$ cat config.mk
export PLATFORM = sky130hd
export DESIGN_NAME = cfg_frame_loader_flat
export DESIGN_NICKNAME = d
export VERILOG_FILES = /design/src/rtl/cfg_frame_loader_if.sv /design/src/rtl/cfg_frame_loader.sv /design/src/flat_wrapper.sv
export SDC_FILE = /design/constraint.sdc
export NUM_CORES = 1
export LEC_CHECK = 0
export CAP_MARGIN = 5
export CORE_MARGIN = 5
export CORE_UTILIZATION = 54
export CTS_BUF_LIST = sky130_fd_sc_hd__clkbuf_8 sky130_fd_sc_hd__clkbuf_16
export DETAILED_ROUTE_END_ITERATION = 8
export PLACE_DENSITY = 0.82
export SYNTH_ARGS = -nofsm -noshare
export SYNTH_HDL_FRONTEND = slang
export SYNTH_SLANG_ARGS = --single-unit
$ cat constraint.sdc
create_clock -name clk -period 7.3 [get_ports clk]
set_input_delay 0.73 -clock clk [delete_from_list [all_inputs] [get_ports clk]]
set_output_delay 0.73 -clock clk [all_outputs]
set_load 0.01 [all_outputs]
$ cat src/rtl/cfg_frame_loader_if.sv
// Serial configuration stream interface for cfg_frame_loader.
//   cfg_di    : serial configuration data, MSB first
//   cfg_valid : cfg_di is sampled only on rising edges where this is high
// master drives the stream (bitstream source), slave receives it (the loader).
interface cfg_frame_loader_if;
  logic cfg_di;
  logic cfg_valid;

  modport master (output cfg_di, output cfg_valid);
  modport slave  (input  cfg_di, input  cfg_valid);
endinterface

$ cat src/rtl/cfg_frame_loader.sv
// Serial configuration loader for the LUT/DFF fabric.
// Deserialises framed bitstream (SYNC A5, ADDR, INIT, FLAGS [, CRC]), validates each
// frame and commits it to the registered per-tile INIT vector and DFF option flags.
// Optional feature macro: CFG_FRAME_LOADER_CRC_EN adds a CRC-8 (poly 0x07) field and check.
// Ports:
//   clk, rst_n     : configuration clock, asynchronous active-low reset
//   cfg            : serial stream (cfg_di, cfg_valid), slave side
//   lut_init_o     : tile t INIT at [t*2**K +: 2**K]
//   ff_en_used_o   : per-tile DFF ENABLE_USED
//   ff_rst_used_o  : per-tile DFF RST_USED
//   cfg_busy_o     : frame in progress (last SYNC bit through commit)
//   cfg_done_o     : sticky, end-of-configuration frame accepted
//   cfg_err_o      : sticky, at least one frame rejected
module cfg_frame_loader #(
  parameter int unsigned NUM_TILES = 16,
  parameter int unsigned K         = 4
) (
  input  logic                          clk,
  input  logic                          rst_n,
  cfg_frame_loader_if.slave             cfg,
  output logic [NUM_TILES*(1<<K)-1:0]   lut_init_o,
  output logic [NUM_TILES-1:0]          ff_en_used_o,
  output logic [NUM_TILES-1:0]          ff_rst_used_o,
  output logic                          cfg_busy_o,
  output logic                          cfg_done_o,
  output logic                          cfg_err_o
);

  localparam int unsigned InitW = 1 << K;
  localparam int unsigned LutW  = NUM_TILES * InitW;

  typedef enum logic [2:0] {
    StHunt,
    StAddr,
    StInit,
    StFlags,
`ifdef CFG_FRAME_LOADER_CRC_EN
    StCrc,
`endif
    StCommit,
    StDone
  } state_e;

  state_e               state_q, state_d;
  logic [7:0]           sync_q, sync_d;
  logic [6:0]           cnt_q, cnt_d;
  logic [7:0]           addr_q, addr_d;
  logic [InitW-1:0]     init_q, init_d;
  // Only the last two FLAGS bits received (bit1, bit0) are meaningful.
  logic [1:0]           flags_q, flags_d;
  logic [LutW-1:0]      lut_q, lut_d;
  logic [NUM_TILES-1:0] en_q, en_d;
  logic [NUM_TILES-1:0] rst_q, rst_d;
  logic                 busy_q, busy_d;
  logic                 done_q, done_d;
  logic                 err_q, err_d;
  logic                 check_ok;
  logic                 accept;

`ifdef CFG_FRAME_LOADER_CRC_EN
  logic [7:0] crc_q, crc_d;
  logic [7:0] rx_crc_q, rx_crc_d;
  logic [7:0] crc_step;
  logic       crc_fb;

  // Bit-serial CRC-8, MSB first, poly x^8+x^2+x+1.
  assign crc_fb   = crc_q[7] ^ cfg.cfg_di;
  assign crc_step = {crc_q[6:0], 1'b0} ^ (crc_fb ? 8'h07 : 8'h00);
  assign check_ok = (rx_crc_q == crc_q);
`else
  assign check_ok = 1'b1;
`endif

  assign accept = cfg.cfg_valid;

  always_comb begin
    state_d = state_q;
    sync_d  = sync_q;
    cnt_d   = cnt_q;
    addr_d  = addr_q;
    init_d  = init_q;
    flags_d = flags_q;
    lut_d   = lut_q;
    en_d    = en_q;
    rst_d   = rst_q;
    busy_d  = busy_q;
    done_d  = done_q;
    err_d   = err_q;
`ifdef CFG_FRAME_LOADER_CRC_EN
    crc_d    = crc_q;
    rx_crc_d = rx_crc_q;
`endif
    unique case (state_q)
      StHunt: begin
        if (accept) begin
          sync_d = {sync_q[6:0], cfg.cfg_di};
          if (sync_d == 8'hA5) begin
            // Clear so stale sync bits cannot pair with the next hunt's bits.
            sync_d  = '0;
            cnt_d   = '0;
            busy_d  = 1'b1;
            state_d = StAddr;
`ifdef CFG_FRAME_LOADER_CRC_EN
            crc_d   = '0;
`endif
          end
        end
      end
      StAddr: begin
        if (accept) begin
          addr_d = {addr_q[6:0], cfg.cfg_di};
`ifdef CFG_FRAME_LOADER_CRC_EN
          crc_d  = crc_step;
`endif
          cnt_d  = cnt_q + 7'd1;
          if (cnt_q == 7'd7) begin
            cnt_d   = '0;
            state_d = StInit;
          end
        end
      end
      StInit: begin
        if (accept) begin
          init_d = {init_q[InitW-2:0], cfg.cfg_di};
`ifdef CFG_FRAME_LOADER_CRC_EN
          crc_d  = crc_step;
`endif
          cnt_d  = cnt_q + 7'd1;
          if (cnt_q == 7'(InitW - 1)) begin
            cnt_d   = '0;
            state_d = StFlags;
          end
        end
      end
      StFlags: begin
        if (accept) begin
          flags_d = {flags_q[0], cfg.cfg_di};
          cnt_d   = cnt_q + 7'd1;
`ifdef CFG_FRAME_LOADER_CRC_EN
          crc_d   = crc_step;
          if (cnt_q == 7'd7) begin
            cnt_d   = '0;
            state_d = StCrc;
          end
`else
          if (cnt_q == 7'd7) begin
            cnt_d   = '0;
            state_d = StCommit;
          end
`endif
        end
      end
`ifdef CFG_FRAME_LOADER_CRC_EN
      StCrc: begin
        if (accept) begin
          rx_crc_d = {rx_crc_q[6:0], cfg.cfg_di};
          cnt_d    = cnt_q + 7'd1;
          if (cnt_q == 7'd7) begin
            cnt_d   = '0;
            state_d = StCommit;
          end
        end
      end
`endif
      StCommit: begin
        // Input is ignored here; any bit presented this cycle is dropped.
        busy_d  = 1'b0;
        state_d = StHunt;
        if (check_ok && (32'(addr_q) < NUM_TILES)) begin
          for (int unsigned t = 0; t < NUM_TILES; t++) begin
            if (addr_q == 8'(t)) begin
              lut_d[t*InitW +: InitW] = init_q;
              en_d[t]                 = flags_q[0];
              rst_d[t]                = flags_q[1];
            end
          end
        end else if (check_ok && (addr_q == 8'hFF)) begin
          done_d  = 1'b1;
          state_d = StDone;
        end else begin
          err_d = 1'b1;
        end
      end
      StDone: ;
      default: state_d = StHunt;
    endcase
  end

  always_ff @(posedge clk or negedge rst_n) begin
    if (!rst_n) begin
      state_q  <= StHunt;
      sync_q   <= '0;
      cnt_q    <= '0;
      addr_q   <= '0;
      init_q   <= '0;
      flags_q  <= '0;
      lut_q    <= '0;
      en_q     <= '0;
      rst_q    <= '0;
      busy_q   <= 1'b0;
      done_q   <= 1'b0;
      err_q    <= 1'b0;
`ifdef CFG_FRAME_LOADER_CRC_EN
      crc_q    <= '0;
      rx_crc_q <= '0;
`endif
    end else begin
      state_q  <= state_d;
      sync_q   <= sync_d;
      cnt_q    <= cnt_d;
      addr_q   <= addr_d;
      init_q   <= init_d;
      flags_q  <= flags_d;
      lut_q    <= lut_d;
      en_q     <= en_d;
      rst_q    <= rst_d;
      busy_q   <= busy_d;
      done_q   <= done_d;
      err_q    <= err_d;
`ifdef CFG_FRAME_LOADER_CRC_EN
      crc_q    <= crc_d;
      rx_crc_q <= rx_crc_d;
`endif
    end
  end

  assign lut_init_o    = lut_q;
  assign ff_en_used_o  = en_q;
  assign ff_rst_used_o = rst_q;
  assign cfg_busy_o    = busy_q;
  assign cfg_done_o    = done_q;
  assign cfg_err_o     = err_q;

endmodule

$ cat src/flat_wrapper.sv
// flat-port wrapper written by rule: the top's interface ports become plain ports
module cfg_frame_loader_flat 
#(
  parameter int unsigned NUM_TILES = 16,
  parameter int unsigned K         = 4
)
  (clk, rst_n, lut_init_o, ff_en_used_o, ff_rst_used_o, cfg_busy_o, cfg_done_o, cfg_err_o, cfg_cfg_di, cfg_cfg_valid);
  cfg_frame_loader_if cfg_i ();
  input  logic clk;
  input  logic rst_n;
  output logic [NUM_TILES*(1<<K)-1:0] lut_init_o;
  output logic [NUM_TILES-1:0] ff_en_used_o;
  output logic [NUM_TILES-1:0] ff_rst_used_o;
  output logic cfg_busy_o;
  output logic cfg_done_o;
  output logic cfg_err_o;
  input wire logic [$bits(cfg_i.cfg_di)-1:0] cfg_cfg_di;
  input wire logic [$bits(cfg_i.cfg_valid)-1:0] cfg_cfg_valid;
  assign cfg_i.cfg_di = cfg_cfg_di;
  assign cfg_i.cfg_valid = cfg_cfg_valid;
  cfg_frame_loader #(.NUM_TILES(NUM_TILES), .K(K)) u_core (.clk(clk), .rst_n(rst_n), .cfg(cfg_i), .lut_init_o(lut_init_o), .ff_en_used_o(ff_en_used_o), .ff_rst_used_o(ff_rst_used_o), .cfg_busy_o(cfg_busy_o), .cfg_done_o(cfg_done_o), .cfg_err_o(cfg_err_o));
endmodule
==> flow_summary.ini, run 1 <==
[cts]
clkTransAtPathRegs_ns = 0.06
clock_sinks = 334
htreeDepth = 2
cts_setup_buffers = 0
cts_hold_buf = 0
clockBufferDepth = 3
root_buffer = clkbuf_16
cts_tree = done
clk_latency_ns = 0.50
ctsResizeCount = 0
numCtsBuffers = 35

[logic_synthesis]
syn_area_um2 = 12870
synthFlopType = dfrtp_1
synthArstFlopShare_pct = 100.0
ys_warn_count = 0
synthDistinctLibCells = 52
ys_ff_latch = 334
synth_edf_count = 0
synth_area_per_cell_um2 = 16.01
syn_nets = 809
netlist_instances = 804
ys_seq_area_share_pct = 64.92

[critical_path]
required_ns = 7.67
critPathKind = reg -> reg
slowest_stage = nor2b_2
cp_num_buf_inv = 0
reg2reg_slack_ns = 4.49
critical_path.top_delay_family = simple AND/OR/NAND/NOR gates
worst_ep_arrival_time_ns = 3.19
crit_chain = or3b_4, or3_4, nor2b_2, mux2_2
critPathMaxFanout = 18
cp-start-kind = flip-flop
cp_slowest_stage_delay_ns = 0.84
cp-end-kind = flip-flop

[run_status]
status = finished, final reports clean

[die]
rows = 56
die_height_um = 164.4
fp.dieW_um = 164.4
dieArea_um2 = 27030
start_util_pct = 54.85
coreArea_um2 = 23470
pin_count = 295

[final_layout]
final_cell_mix = dfrtp_1, mux2_2, clkdlybuf4s50_1, clkbuf_16, nand2_1
antenna_cells = 0
final_common_cell = dfrtp_1
seqCellArea_um2 = 8358
area_growth_pct = 33.77
drive_above_1_share_pct = 35.25
fin_nets = 1100
fillCellCount = 1478
postLayoutCellArea_um2 = 17220
multi_input_area_um2 = 4292

[grt]
overflow = 0
antenna_found_initial = 0
grt_pass1_vias = 8340
grt_max_degree = 162
grt_pass1_wl_um = 50220
grt_usage_pct = 24.27

[detailed_routing]
viasPerCell = 5.500
dr.pass1.iters = 4
drt-total-wl_um = 32450
wl_per_cell_um = 22.63
drc = 0
ant_nets = 0
num_vias = 7887
drtIter0Drc = 414

[placement]
dp_slack_ns = 4.512
io_buffers = 294
hpwl_um = 22010
place_congestion = 0.8057
place_area_um2 = 16060

[pwr]
power_density_nw_per_um2 = 242.0
vdd.ir_drop.worst_v = 0.0001847
p_leak_nw = 8.339
finalPower_mw = 4.167

[timing]
finalSetupViolations = 0
fin_worst_hold_slack_ns = 0.3029
post-route-min-period_ns = 2.813
fin_skew_ns = 0.009475
fmax_mhz = 355.5
rsz0062_at_grt = no
slew_headroom_pct = 27.07
worst_pin_slew_ns = 1.091
finalWorstSetupSlack_ns = 4.487
finalHoldViolations = 0
fin_crit_sh_pct = 38.54
final.setup.tns_ns = 0
slew_violations = 0

[run]
drv_cap = 0

[min_path]
hp-class = in -> async
## synth_stat cells, types with 3 or more instances
cell type  instances  share of area [%]
dfrtp_1          334                 65
mux2_2           307                 27
clkbuf_1          27               0.79
nand2_1           17               0.50
o21ai_0           12               0.47
buf_2             10               0.39
mux2_4            10                1.2
inv_1              6               0.17
nor2_1             6               0.17
nand3_1            5               0.19
a21oi_1            4               0.16
nor2b_1            4               0.19
nor3_1             4               0.16
and3_1             3               0.15
nand2_2            3               0.15
nand3_2            3               0.23
nand4_1            3               0.15
## routing by layer
metal  track usage (%)  up-vias  share of wire (%)  wire, µm
li1                  -     3449                  -         -
met1             32.68     4103                 41     13440
met2             39.11      267                 47     15410
met3             6.289       68                7.7      2504
met4             7.788        0                3.4      1093
met5                 0        -                  0         0
## final cells by class
| type | instances | area share [%] |
|---|---|---|
| Timing Repair Buffer | 298 | 17.36 |
| Inverter | 6 | 0.1308 |
| Sequential cell | 334 | 48.53 |
| Clock inverter | 7 | 0.3197 |
| Multi-Input combinational cell | 420 | 24.92 |
| Tap cell | 319 | 2.318 |
| Clock buffer | 50 | 6.415 |
## worst paths after layout
check | start | to | depth (start not counted)
max | u_core.state_q[2] | u_core.lut_init_o[216] | 4
min | rst_n | u_core.lut_init_o[25] | 1
max reg2reg | u_core.state_q[2] | u_core.lut_init_o[216] | 4
min reg2reg | u_core.cfg_done_o | u_core.cfg_done_o | 1
max in group asynchronous | rst_n | u_core.lut_init_o[8] | 2
min in group clk | u_core.cfg_done_o | u_core.cfg_done_o | 1
## registers in the layout (all words and copies together) (netlist names)
register,flops
u_core.ff_en_used_o,16
u_core.flags_q,2
u_core.lut_init_o,256
u_core.cnt_q,7
u_core.cfg_done_o,1
u_core.addr_q,8
u_core.init_q,16
u_core.state_q,3
u_core.cfg_busy_o,1
u_core.sync_q,7
u_core.ff_rst_used_o,16
u_core.cfg_err_o,1
## per-stage QoR
step	util [%]	std cells
after floorplan	-	804
after global placement	68.43	1377
after detailed placement	68.43	1377
after CTS	73.37	1434
after global routing	73.37	1434
final	73.37	1434
## power by group
group	switching [mW]	total, mW	internal (mW)
Clock	0.680	1.76	1.08
Combinational	0.0821	0.170	0.0883
Sequential	0.327	2.24	1.91
## kinds of logic after synthesis
group	count (synthesis)	synth area share [%]
xor+xnor	2	0.1361
buf+inv	50	1.817
compound gates	32	1.623
fa+ha+maj	1	0.09718
simple gates	68	3.382
mux	317	28.02
flops	334	64.92
Power figures use the tool's default switching activity.
==> inputs of run 2 (changes only) <==
--- a/config.mk
+++ b/config.mk
@@ -7,10 +7,10 @@
 export LEC_CHECK = 0
 export CAP_MARGIN = 5
 export CORE_MARGIN = 5
-export CORE_UTILIZATION = 54
+export CORE_UTILIZATION = 50
 export CTS_BUF_LIST = sky130_fd_sc_hd__clkbuf_8 sky130_fd_sc_hd__clkbuf_16
 export DETAILED_ROUTE_END_ITERATION = 8
-export PLACE_DENSITY = 0.82
+export PLACE_DENSITY = 0.77
 export SYNTH_ARGS = -nofsm -noshare
 export SYNTH_HDL_FRONTEND = slang
 export SYNTH_SLANG_ARGS = --single-unit
==> constraint.sdc (replaced) <==
create_clock -name clk -period 2.6 [get_ports clk]
set_input_delay 0.26 -clock clk [delete_from_list [all_inputs] [get_ports clk]]
set_output_delay 0.26 -clock clk [all_outputs]
set_load 0.01 [all_outputs]
==> flow_summary.ini, run 2 (synthesis results as in run 1) <==
[run_status]
status = finished, final reports clean

[final_layout]
antenna_cells = 0
largest_reg_flops = 256
fin_nets = 1127
final_cell_mix = dfrtp_1, mux2_2, clkdlybuf4s50_1, clkbuf_16, buf_4
final_common_cell = dfrtp_1
drive_above_1_share_pct = 36.85
area_growth_pct = 36.44

[timing]
fmax_mhz = 408.7
finalWorstSetupSlack_ns = 0.1530
final.setup.tns_ns = 0
slew_headroom_pct = 44.50
finalSetupViolations = 0
fin_skew_ns = 0.01317
post-route-min-period_ns = 2.447
fin_crit_sh_pct = 94.11
rsz0062_at_grt = no
worst_pin_slew_ns = 0.8326
slew_violations = 0
fin_worst_hold_slack_ns = 0.3527
finalHoldViolations = 0

[placement]
dp_slack_ns = 0.1558
place_congestion = 0.8655
io_buffers = 294
hpwl_um = 22720

[run]
drv_cap = 0

[pwr]
vdd.ir_drop.worst_v = 0.0005028
net-switching-power_mw = 3.162
p_sw_share_pct = 26.84
combPwrFrac_pct = 4.4
power_density_nw_per_um2 = 670.8
p_leak_nw = 8.510
clkPwrFrac_pct = 41.9
internal-power_mw = 8.621
pwr-share-seq_pct = 53.7

[grt]
grt_usage_pct = 23.03
grt_max_degree = 81
antenna_found_initial = 0
grt_pass1_wl_um = 52090
grt_pass1_vias = 8554
overflow = 0

[detailed_routing]
drt-total-wl_um = 33110
drc = 0
drtIter0Drc = 452
dr.pass1.iters = 4
num_vias = 7999
viasPerCell = 5.412
wl_per_cell_um = 22.40
ant_nets = 0

[min_path]
hp-class = in -> async

[cts]
ctsResizeCount = 0
numCtsBuffers = 35
clk_latency_ns = 0.50
clock_sinks = 334
htreeDepth = 2
clockBufferDepth = 3
root_buffer = clkbuf_16
clkTransAtPathRegs_ns = 0.06
cts_tree = done

[critical_path]
critPathKind = reg -> reg
critPathMaxFanout = 13
worst_ep_arrival_time_ns = 2.82
required_ns = 2.98
cp-end-kind = flip-flop
cp-start-kind = flip-flop

[die]
fp.dieW_um = 170.5
die_height_um = 170.5
rows = 58
coreArea_um2 = 25250
pin_count = 295
start_util_pct = 50.98
dieArea_um2 = 29060
run 2: cell types whose count changed in the layout (fill, tap and decap cells not counted):
cell and delta:
buf_4 +17, buf_12 +9, clkbuf_8 -6, clkinv_2 +5, clkinvlp_4 +3, inv_1 +2
bufinv_16 +1, dlygate4sd3_1 +1, inv_6 +1
run 2: layout make-up:
type	count	area (µm²)
clock inverter	19	148.9
sequential	334	8358
timing repair buffer	325	3308
clock buffer	44	1022
multi-input combinational	420	4292
fill	1736	7690
tap	330	412.9
inverter	6	22.52
run 2: critical path: stages, from the launching register on:
cell	delay, ns
dfrtp_1	0.40
or4_4	0.54
or3_4	0.37
or3_1	0.49
buf_12	0.23
mux2_4	0.29
run 2: metrics by stage:
step / instance area, µm² / total power [mW] / utilization (%) / std cells
6_report: 17560 / 11.78 / 69.55 / 1478
5_1_grt: 17560 / 12.24 / 69.55 / 1478
4_1_cts: 17560 / 11.91 / 69.55 / 1478
3_5_place_dp: 16380 / 6.955 / 64.87 / 1414
3_3_place_gp: 16380 / 6.920 / 64.87 / 1414
2_1_floorplan: 12870 / 6.319 / - / 804
run 2: what timing repair did:
action                                 in CTS  in global routing
endpoints found under the hold margin      73                  0
hold buffers                                1                  0
setup buffers                               0                  0
run 2: final timing paths:
kind | start | end | slack (ns) | depth (start not counted)
setup / recovery | u_core.addr_q[7] | u_core.lut_init_o[194] | 0.15 | 5
hold / removal | rst_n | u_core.lut_init_o[11] | 0.35 | 2
setup reg to reg | u_core.addr_q[7] | u_core.lut_init_o[194] | 0.15 | 5
hold reg to reg | u_core.cfg_done_o | u_core.cfg_done_o | 0.47 | 1
max in group asynchronous | rst_n | u_core.lut_init_o[194] | 1.43 | 3
min in group clk | u_core.cfg_done_o | u_core.cfg_done_o | 0.47 | 1
run 2: power groups by stage:
stage	clock, mW	sequential [mW]	combinational, mW
3_3_place_gp	0	6.42	0.502
4_1_cts	5.04	6.34	0.529
5_1_grt	5.27	6.39	0.583
2_1_floorplan	0	5.70	0.617
3_5_place_dp	0	6.43	0.521
6_report	4.94	6.32	0.520
run 2: layer usage:
| metal | track usage (%) | routed length, µm | vias to the layer above | part of all wire [%] |
|---|---|---|---|---|
| met2 | 38.38 | 16170 | 278 | 49 |
| met1 | 30.17 | 13610 | 4143 | 41 |
| met3 | 5.668 | 2404 | 56 | 7.3 |
| li1 | - | - | 3522 | - |
| met4 | 6.875 | 918 | 0 | 2.8 |
| met5 | 0 | 0 | - | 0 |
==> inputs of run 3 (changes only) <==
--- a/config.mk
+++ b/config.mk
@@ -11,6 +11,7 @@
 export CTS_BUF_LIST = sky130_fd_sc_hd__clkbuf_8 sky130_fd_sc_hd__clkbuf_16
 export DETAILED_ROUTE_END_ITERATION = 8
 export PLACE_DENSITY = 0.77
+export SETUP_SLACK_MARGIN = 0.1
 export SYNTH_ARGS = -nofsm -noshare
 export SYNTH_HDL_FRONTEND = slang
 export SYNTH_SLANG_ARGS = --single-unit
==> results of run 3 <==
The final DEF is identical to that of run 2; final timing and power are the same.
